<file path="src/rtl/load_store_unit.sv">
// load_store_unit
// Converts byte-addressed RISC-V loads/stores (LB/LH/LW/LBU/LHU/SB/SH/SW)
// into word accesses on a single-ported, word-addressed data memory.
// Sub-word stores are done as read-modify-write. Misaligned, out-of-range
// and malformed requests respond with an error and never touch memory.
//
// Ports:
//   clk, rst_n                  clock (rising edge), async active-low reset
//   reqValid/reqReady           request handshake (ready only in IDLE)
//   reqRead/reqWrite            load / store select (exactly one must be set)
//   funct3                      RISC-V width/sign code
//   reqAddress, reqWriteData    byte address, right-aligned store data
//   respValid                   one-cycle completion pulse
//   respLoadData, respError     extended load result / error flag
//   MemRead, MemWrite           data memory strobes (never both high)
//   address, writeData          word index and merged word to memory
//   readData                    combinational read data from memory
module load_store_unit #(
  parameter int unsigned DEPTH = 32
) (
  input  logic        clk,
  input  logic        rst_n,
  input  logic        reqValid,
  output logic        reqReady,
  input  logic        reqRead,
  input  logic        reqWrite,
  input  logic [2:0]  funct3,
  input  logic [31:0] reqAddress,
  input  logic [31:0] reqWriteData,
  output logic        respValid,
  output logic [31:0] respLoadData,
  output logic        respError,
  output logic        MemRead,
  output logic        MemWrite,
  output logic [31:0] address,
  output logic [31:0] writeData,
  input  logic [31:0] readData
);

  typedef enum logic [1:0] {S_IDLE, S_READ, S_WRITE, S_RESP} state_t;

  state_t      r_state, w_next;
  logic        r_write;
  logic [2:0]  r_funct3;
  logic [1:0]  r_lane;
  logic [31:0] r_wdata;
  logic [31:0] r_address;
  logic [31:0] r_write_data;
  logic [31:0] r_load_data;
  logic        r_error;

  logic        w_accept, w_is_load, w_is_store, w_f3_ok;
  logic        w_misalign, w_oor, w_error, w_full_word;
  logic [31:0] w_word_idx;
  logic [7:0]  w_byte;
  logic [15:0] w_half;
  logic [31:0] w_load_ext, w_merged;

  // Request decode, evaluated against the live request in IDLE
  assign w_accept    = (r_state == S_IDLE) && reqValid;
  assign w_is_load   = reqRead && !reqWrite;
  assign w_is_store  = reqWrite && !reqRead;
  assign w_full_word = (funct3[1:0] == 2'b10);
  assign w_word_idx  = {2'b00, reqAddress[31:2]};

  always_comb begin
    w_f3_ok = 1'b0;
    case (funct3)
      3'b000, 3'b001, 3'b010: w_f3_ok = 1'b1;
      3'b100, 3'b101:         w_f3_ok = w_is_load;  // unsigned forms are load-only
      default:                w_f3_ok = 1'b0;
    endcase
  end

  assign w_misalign = ((funct3[1:0] == 2'b01) && reqAddress[0]) ||
                      (w_full_word && (reqAddress[1:0] != 2'b00));
  assign w_oor      = (w_word_idx >= DEPTH);
  assign w_error    = !(w_is_load || w_is_store) || !w_f3_ok || w_misalign || w_oor;

  // Lane extraction from the word currently being read
  always_comb begin
    w_byte = readData[7:0];
    case (r_lane)
      2'd0: w_byte = readData[7:0];
      2'd1: w_byte = readData[15:8];
      2'd2: w_byte = readData[23:16];
      2'd3: w_byte = readData[31:24];
      default: w_byte = readData[7:0];
    endcase
  end

  assign w_half = r_lane[1] ? readData[31:16] : readData[15:0];

  always_comb begin
    w_load_ext = readData;
    case (r_funct3)
      3'b000:  w_load_ext = {{24{w_byte[7]}}, w_byte};
      3'b001:  w_load_ext = {{16{w_half[15]}}, w_half};
      3'b100:  w_load_ext = {24'h0, w_byte};
      3'b101:  w_load_ext = {16'h0, w_half};
      default: w_load_ext = readData;
    endcase
  end

  // Read-modify-write merge: replace only the addressed lane
  always_comb begin
    w_merged = readData;
    if (r_funct3[1:0] == 2'b00) begin
      case (r_lane)
        2'd0: w_merged[7:0]   = r_wdata[7:0];
        2'd1: w_merged[15:8]  = r_wdata[7:0];
        2'd2: w_merged[23:16] = r_wdata[7:0];
        2'd3: w_merged[31:24] = r_wdata[7:0];
        default: w_merged = readData;
      endcase
    end else if (r_lane[1]) begin
      w_merged[31:16] = r_wdata[15:0];
    end else begin
      w_merged[15:0] = r_wdata[15:0];
    end
  end

  // FSM state register
  always_ff @(posedge clk or negedge rst_n) begin
    if (!rst_n) r_state <= S_IDLE;
    else        r_state <= w_next;
  end

  // FSM next state and strobes
  always_comb begin
    w_next    = r_state;
    reqReady  = 1'b0;
    respValid = 1'b0;
    MemRead   = 1'b0;
    MemWrite  = 1'b0;
    case (r_state)
      S_IDLE: begin
        reqReady = 1'b1;
        if (reqValid) begin
          if (w_error)                   w_next = S_RESP;
          else if (w_is_load)            w_next = S_READ;
          else if (w_full_word)          w_next = S_WRITE;
          else                           w_next = S_READ;
        end
      end
      S_READ: begin
        MemRead = 1'b1;
        w_next  = r_write ? S_WRITE : S_RESP;
      end
      S_WRITE: begin
        MemWrite = 1'b1;
        w_next   = S_RESP;
      end
      S_RESP: begin
        respValid = 1'b1;
        w_next    = S_IDLE;
      end
      default: w_next = S_IDLE;
    endcase
  end

  // Request latches and datapath registers. address/writeData only change
  // when a memory access is actually going to use them.
  always_ff @(posedge clk or negedge rst_n) begin
    if (!rst_n) begin
      r_write      <= 1'b0;
      r_funct3     <= '0;
      r_lane       <= '0;
      r_wdata      <= '0;
      r_address    <= '0;
      r_write_data <= '0;
      r_load_data  <= '0;
      r_error      <= 1'b0;
    end else if (w_accept) begin
      r_write     <= w_is_store;
      r_funct3    <= funct3;
      r_lane      <= reqAddress[1:0];
      r_wdata     <= reqWriteData;
      r_error     <= w_error;
      r_load_data <= '0;
      if (!w_error) begin
        r_address <= w_word_idx;
        if (w_is_store && w_full_word) r_write_data <= reqWriteData;
      end
    end else if (r_state == S_READ) begin
      if (r_write) r_write_data <= w_merged;
      else         r_load_data  <= w_load_ext;
    end
  end

  assign address      = r_address;
  assign writeData    = r_write_data;
  assign respLoadData = r_load_data;
  assign respError    = r_error;

endmodule

</file>
<file path="config.mk">
export PLATFORM = sky130hd
export DESIGN_NAME = load_store_unit
export DESIGN_NICKNAME = d
export VERILOG_FILES = /design/src/rtl/load_store_unit.sv
export SDC_FILE = /design/constraint.sdc
export NUM_CORES = 1
export LEC_CHECK = 0
export BUFFER_PORTS_ARGS = -buffer_cell sky130_fd_sc_hd__buf_2
export CORE_MARGIN = 10
export CORE_UTILIZATION = 50
export CTS_CLUSTER_SIZE = 20
export DETAILED_ROUTE_END_ITERATION = 10
export GPL_TIMING_DRIVEN = 0
export MAX_ROUTING_LAYER = met4
export PLACE_DENSITY = 0.79
export SLEW_MARGIN = 25
export SYNTH_ARGS = -nofsm -noshare
export SYNTH_HDL_FRONTEND = slang
export SYNTH_SLANG_ARGS = --single-unit
</file>
<file path="constraint.sdc">
create_clock -name clk -period 2.8 [get_ports clk]
set_input_delay 0.56 -clock clk [delete_from_list [all_inputs] [get_ports clk]]
set_output_delay 0.56 -clock clk [all_outputs]
set_load 0.02 [all_outputs]
</file>
==> impl_metrics.json <==
{
  "yosysSeqAreaShare_pct": 51.02,
  "tightest_slew_ps": 671.8,
  "drt-initial-drc-count": 325,
  "synth_area_leaders": "dfrtp_1 51%, mux2_4 7.7%, nand2_1 6.6%, o21ai_0 4.3%, mux2i_1 3.9%",
  "grt_pass1_wl_um": 31460,
  "crit_start": "r_state[0]$_DFFE_PN0P_",
  "grt_max_degree": 72,
  "dp.final_hpwl_um": 15690,
  "vias": 5253,
  "fmax_ghz": 0.3893,
  "finalMaxSlewViolations": 0,
  "whs_ps": 165.6,
  "placement.cell_area_mm2": 0.007064,
  "ios": 205,
  "clock_sinks": 119,
  "gr-total-overflow": 0,
  "fin_skew_ps": 4.868,
  "min_period_over_period_pct": 91.74,
  "cts_buffer_depth": 2,
  "period_minus_slack_ps": 2569,
  "max-cap-violations": 0,
  "numCtsBuffers": 17,
  "crit_top_cell": "clkbuf_1",
  "synth_area_leader_cell": "dfrtp_1",
  "critPathLaunchType": "flop",
  "fin_cells": 915,
  "required_ps": 3090,
  "placed_cells": 879,
  "hold_violations": 0,
  "drc": 0,
  "yosysWarnings": 0,
  "final_nets": 865,
  "die_w_um": 128.0,
  "critPathKind": "reg2reg",
  "insertion_delay_ps": 420,
  "reg2reg_from": "r_state[0]$_DFFE_PN0P_",
  "initial_core_util_pct": 51.12,
  "fp.dieH_um": 128.0,
  "synth_top_cell_area_share_pct": 51.02,
  "htree_num_levels": 4,
  "status": "complete, no violations",
  "reg2reg_slack_ps": 230,
  "cp_top_family": "buffers and inverters",
  "place_congestion": 0.9169,
  "ys_top_cells_by_count": "119 x dfrtp_1, 102 x nand2_1, 50 x o21ai_0",
  "via_per_inst": 5.741,
  "wl_per_cell_um": 21.92,
  "synth_area_mm2": 0.005837,
  "cp_num_buf_inv": 3,
  "avgSynthCellArea_um2": 10.97,
  "hold_class": "in2async",
  "stdcell_area_mm2": 0.007710,
  "synth_cell_type_count": 46,
  "crit_arrival_ps": 2860,
  "drt.antenna.violating_nets": 0,
  "drive_above_1_share_pct": 38.67,
  "synthFlopType": "dfrtp_1",
  "finish.utilization_pct": 67.52,
  "path_max_fanout": 10,
  "async_reset_ff_share_pct": 100.0,
  "cp_slowest_cell": "clkbuf_1",
  "setup_viol": 0,
  "synth-edff-count": 0,
  "max_stage_delay_ps": 450,
  "die_area_mm2": 0.01640,
  "rsz0062_at_grt": "false",
  "grt_use_total_pct": 25.49,
  "cts_root_buf": "clkbuf_16",
  "setup_slack_ps": 231.2,
  "antenna_found_initial": 4,
  "grt_pass1_vias": 5696,
  "place_ws_ps": -59.75,
  "rows": 39,
  "clk_pin_slew_ps": 50,
  "synth_most_common_cell": "dfrtp_1",
  "cts_tree": "done",
  "ctsHoldBuffers": 0,
  "wl_um": 20060,
  "cp-end-kind": "flop",
  "syn_inst": 532,
  "p_leak_nw": 4.110,
  "core_mm2": 0.01142,
  "io_buffer_count": 202,
  "crit_chain": "inv_1, ha_1, and2_1, clkbuf_1, nor2_1, clkbuf_1, a221o_1",
  "first_pass_iters": 5,
  "pwr_density_cell_mw_per_mm2": 1168,
  "synth-seq-cells": 119,
  "slew_headroom_pct": 55.21,
  "vdd_ir_drop_max_uv": 732.7,
  "syn2layout_area_growth_pct": 32.09
}
## power by group
part / switching [mW] / internal, mW
sequential: 0.395 / 2.29
combinational: 2.38 / 1.60
clock: 0.759 / 1.58
## per-stage QoR
stage               setup TNS [ps]  total power [mW]
finish                           0             9.005
global route                     0             9.503
CTS                              0             9.016
detailed placement           -1604             6.653
global placement            -20330             6.509
floorplan                        0             5.345
## flip-flops by register name, summed over array words and instances (netlist names)
| register | flops |
|---|---|
| respError | 1 |
| r_write | 1 |
| r_lane | 2 |
| r_funct3 | 3 |
| r_wdata | 16 |
| address | 30 |
| writeData | 32 |
| respLoadData | 32 |
| r_state | 2 |
## what timing repair did
| action | CTS | global route |
|---|---|---|
| setup endpoints to repair | 0 | 1 |
| resized for setup | 0 | 1 |
| buffers inserted | 0 | 0 |
## routing by layer
metal | track usage (%) | share of wire (%) | wire length, um
met5 | - | 0 | 0
met3 | 9.057 | 9.7 | 1945
met2 | 38.76 | 47 | 9473
met1 | 29.97 | 40 | 8101
met4 | 11.06 | 2.7 | 541
## area by class of cell
class,instances,area (um2)
Multi-Input combinational cell,370,2660
Fill cell,911,3709
Clock inverter,9,145.1
Sequential cell,119,2978
Buffer,36,175.2
Antenna cell,4,10.01
Tap cell,143,178.9
Inverter,8,30.03
Timing Repair Buffer,203,1045
Clock buffer,23,488.0
## placed cells by master, fill, tap and decap left out, types with 2 or more instances in the layout
| cell type | Yosys | routed |
|---|---|---|
| bufinv_16 | 0 | 4 |
| or4b_2 | 6 | 6 |
| and2_1 | 2 | 2 |
| buf_1 | 4 | 4 |
| nor2b_1 | 28 | 28 |
| buf_2 | 5 | 206 |
| nand2b_1 | 4 | 4 |
| clkbuf_8 | 0 | 4 |
| a31oi_1 | 4 | 4 |
| ha_1 | 6 | 6 |
| nor3_1 | 4 | 4 |
| a2bb2oi_1 | 4 | 4 |
| clkinv_2 | 0 | 5 |
| inv_1 | 8 | 8 |
| mux2i_1 | 23 | 23 |
| nor4_1 | 6 | 6 |
| o21ai_0 | 50 | 50 |
| clkbuf_1 | 21 | 23 |
| mux2_2 | 8 | 8 |
| o21a_1 | 3 | 3 |
| buf_4 | 3 | 3 |
| o221ai_1 | 7 | 7 |
| o2bb2ai_1 | 15 | 15 |
| conb_1 | 1 | 2 |
| a221oi_1 | 6 | 6 |
| clkbuf_16 | 0 | 17 |
| nor2_1 | 11 | 10 |
| o22ai_1 | 7 | 7 |
| buf_6 | 3 | 4 |
| a221o_1 | 16 | 16 |
| a22o_1 | 6 | 6 |
| dfrtp_1 | 119 | 119 |
| nand2_1 | 102 | 102 |
| a21oi_1 | 5 | 5 |
| mux2_4 | 30 | 30 |
| diode_2 | 0 | 4 |
## final timing paths
check                                               endpoint  cells after the start
worst min register to register        r_wdata[8]$_DFFE_PN0P_                      2
max in group asynchronous            address[15]$_DFFE_PN0P_                      2
worst max-delay path            respLoadData[28]$_DFFE_PN0P_                      7
worst max register to register  respLoadData[28]$_DFFE_PN0P_                      7
worst min-delay path               writeData[20]$_DFFE_PN0P_                      1
min in group clk                      r_wdata[3]$_DFFE_PN0P_                      3
## cell families (layout without fill, tap and decap cells)
kind of cell / Yosys count / in the layout / share of synthesized area (%)
compound gates: 130 / 130 / 16.44
fa+ha+maj: 6 / 6 / 1.286
buf+inv: 44 / 279 / 3.515
flops: 119 / 119 / 51.02
mux: 62 / 62 / 13.59
other cells: 1 / 6 / 0.06425
simple gates: 170 / 170 / 14.08
Note: power is estimated with default switching activity, not from simulation.
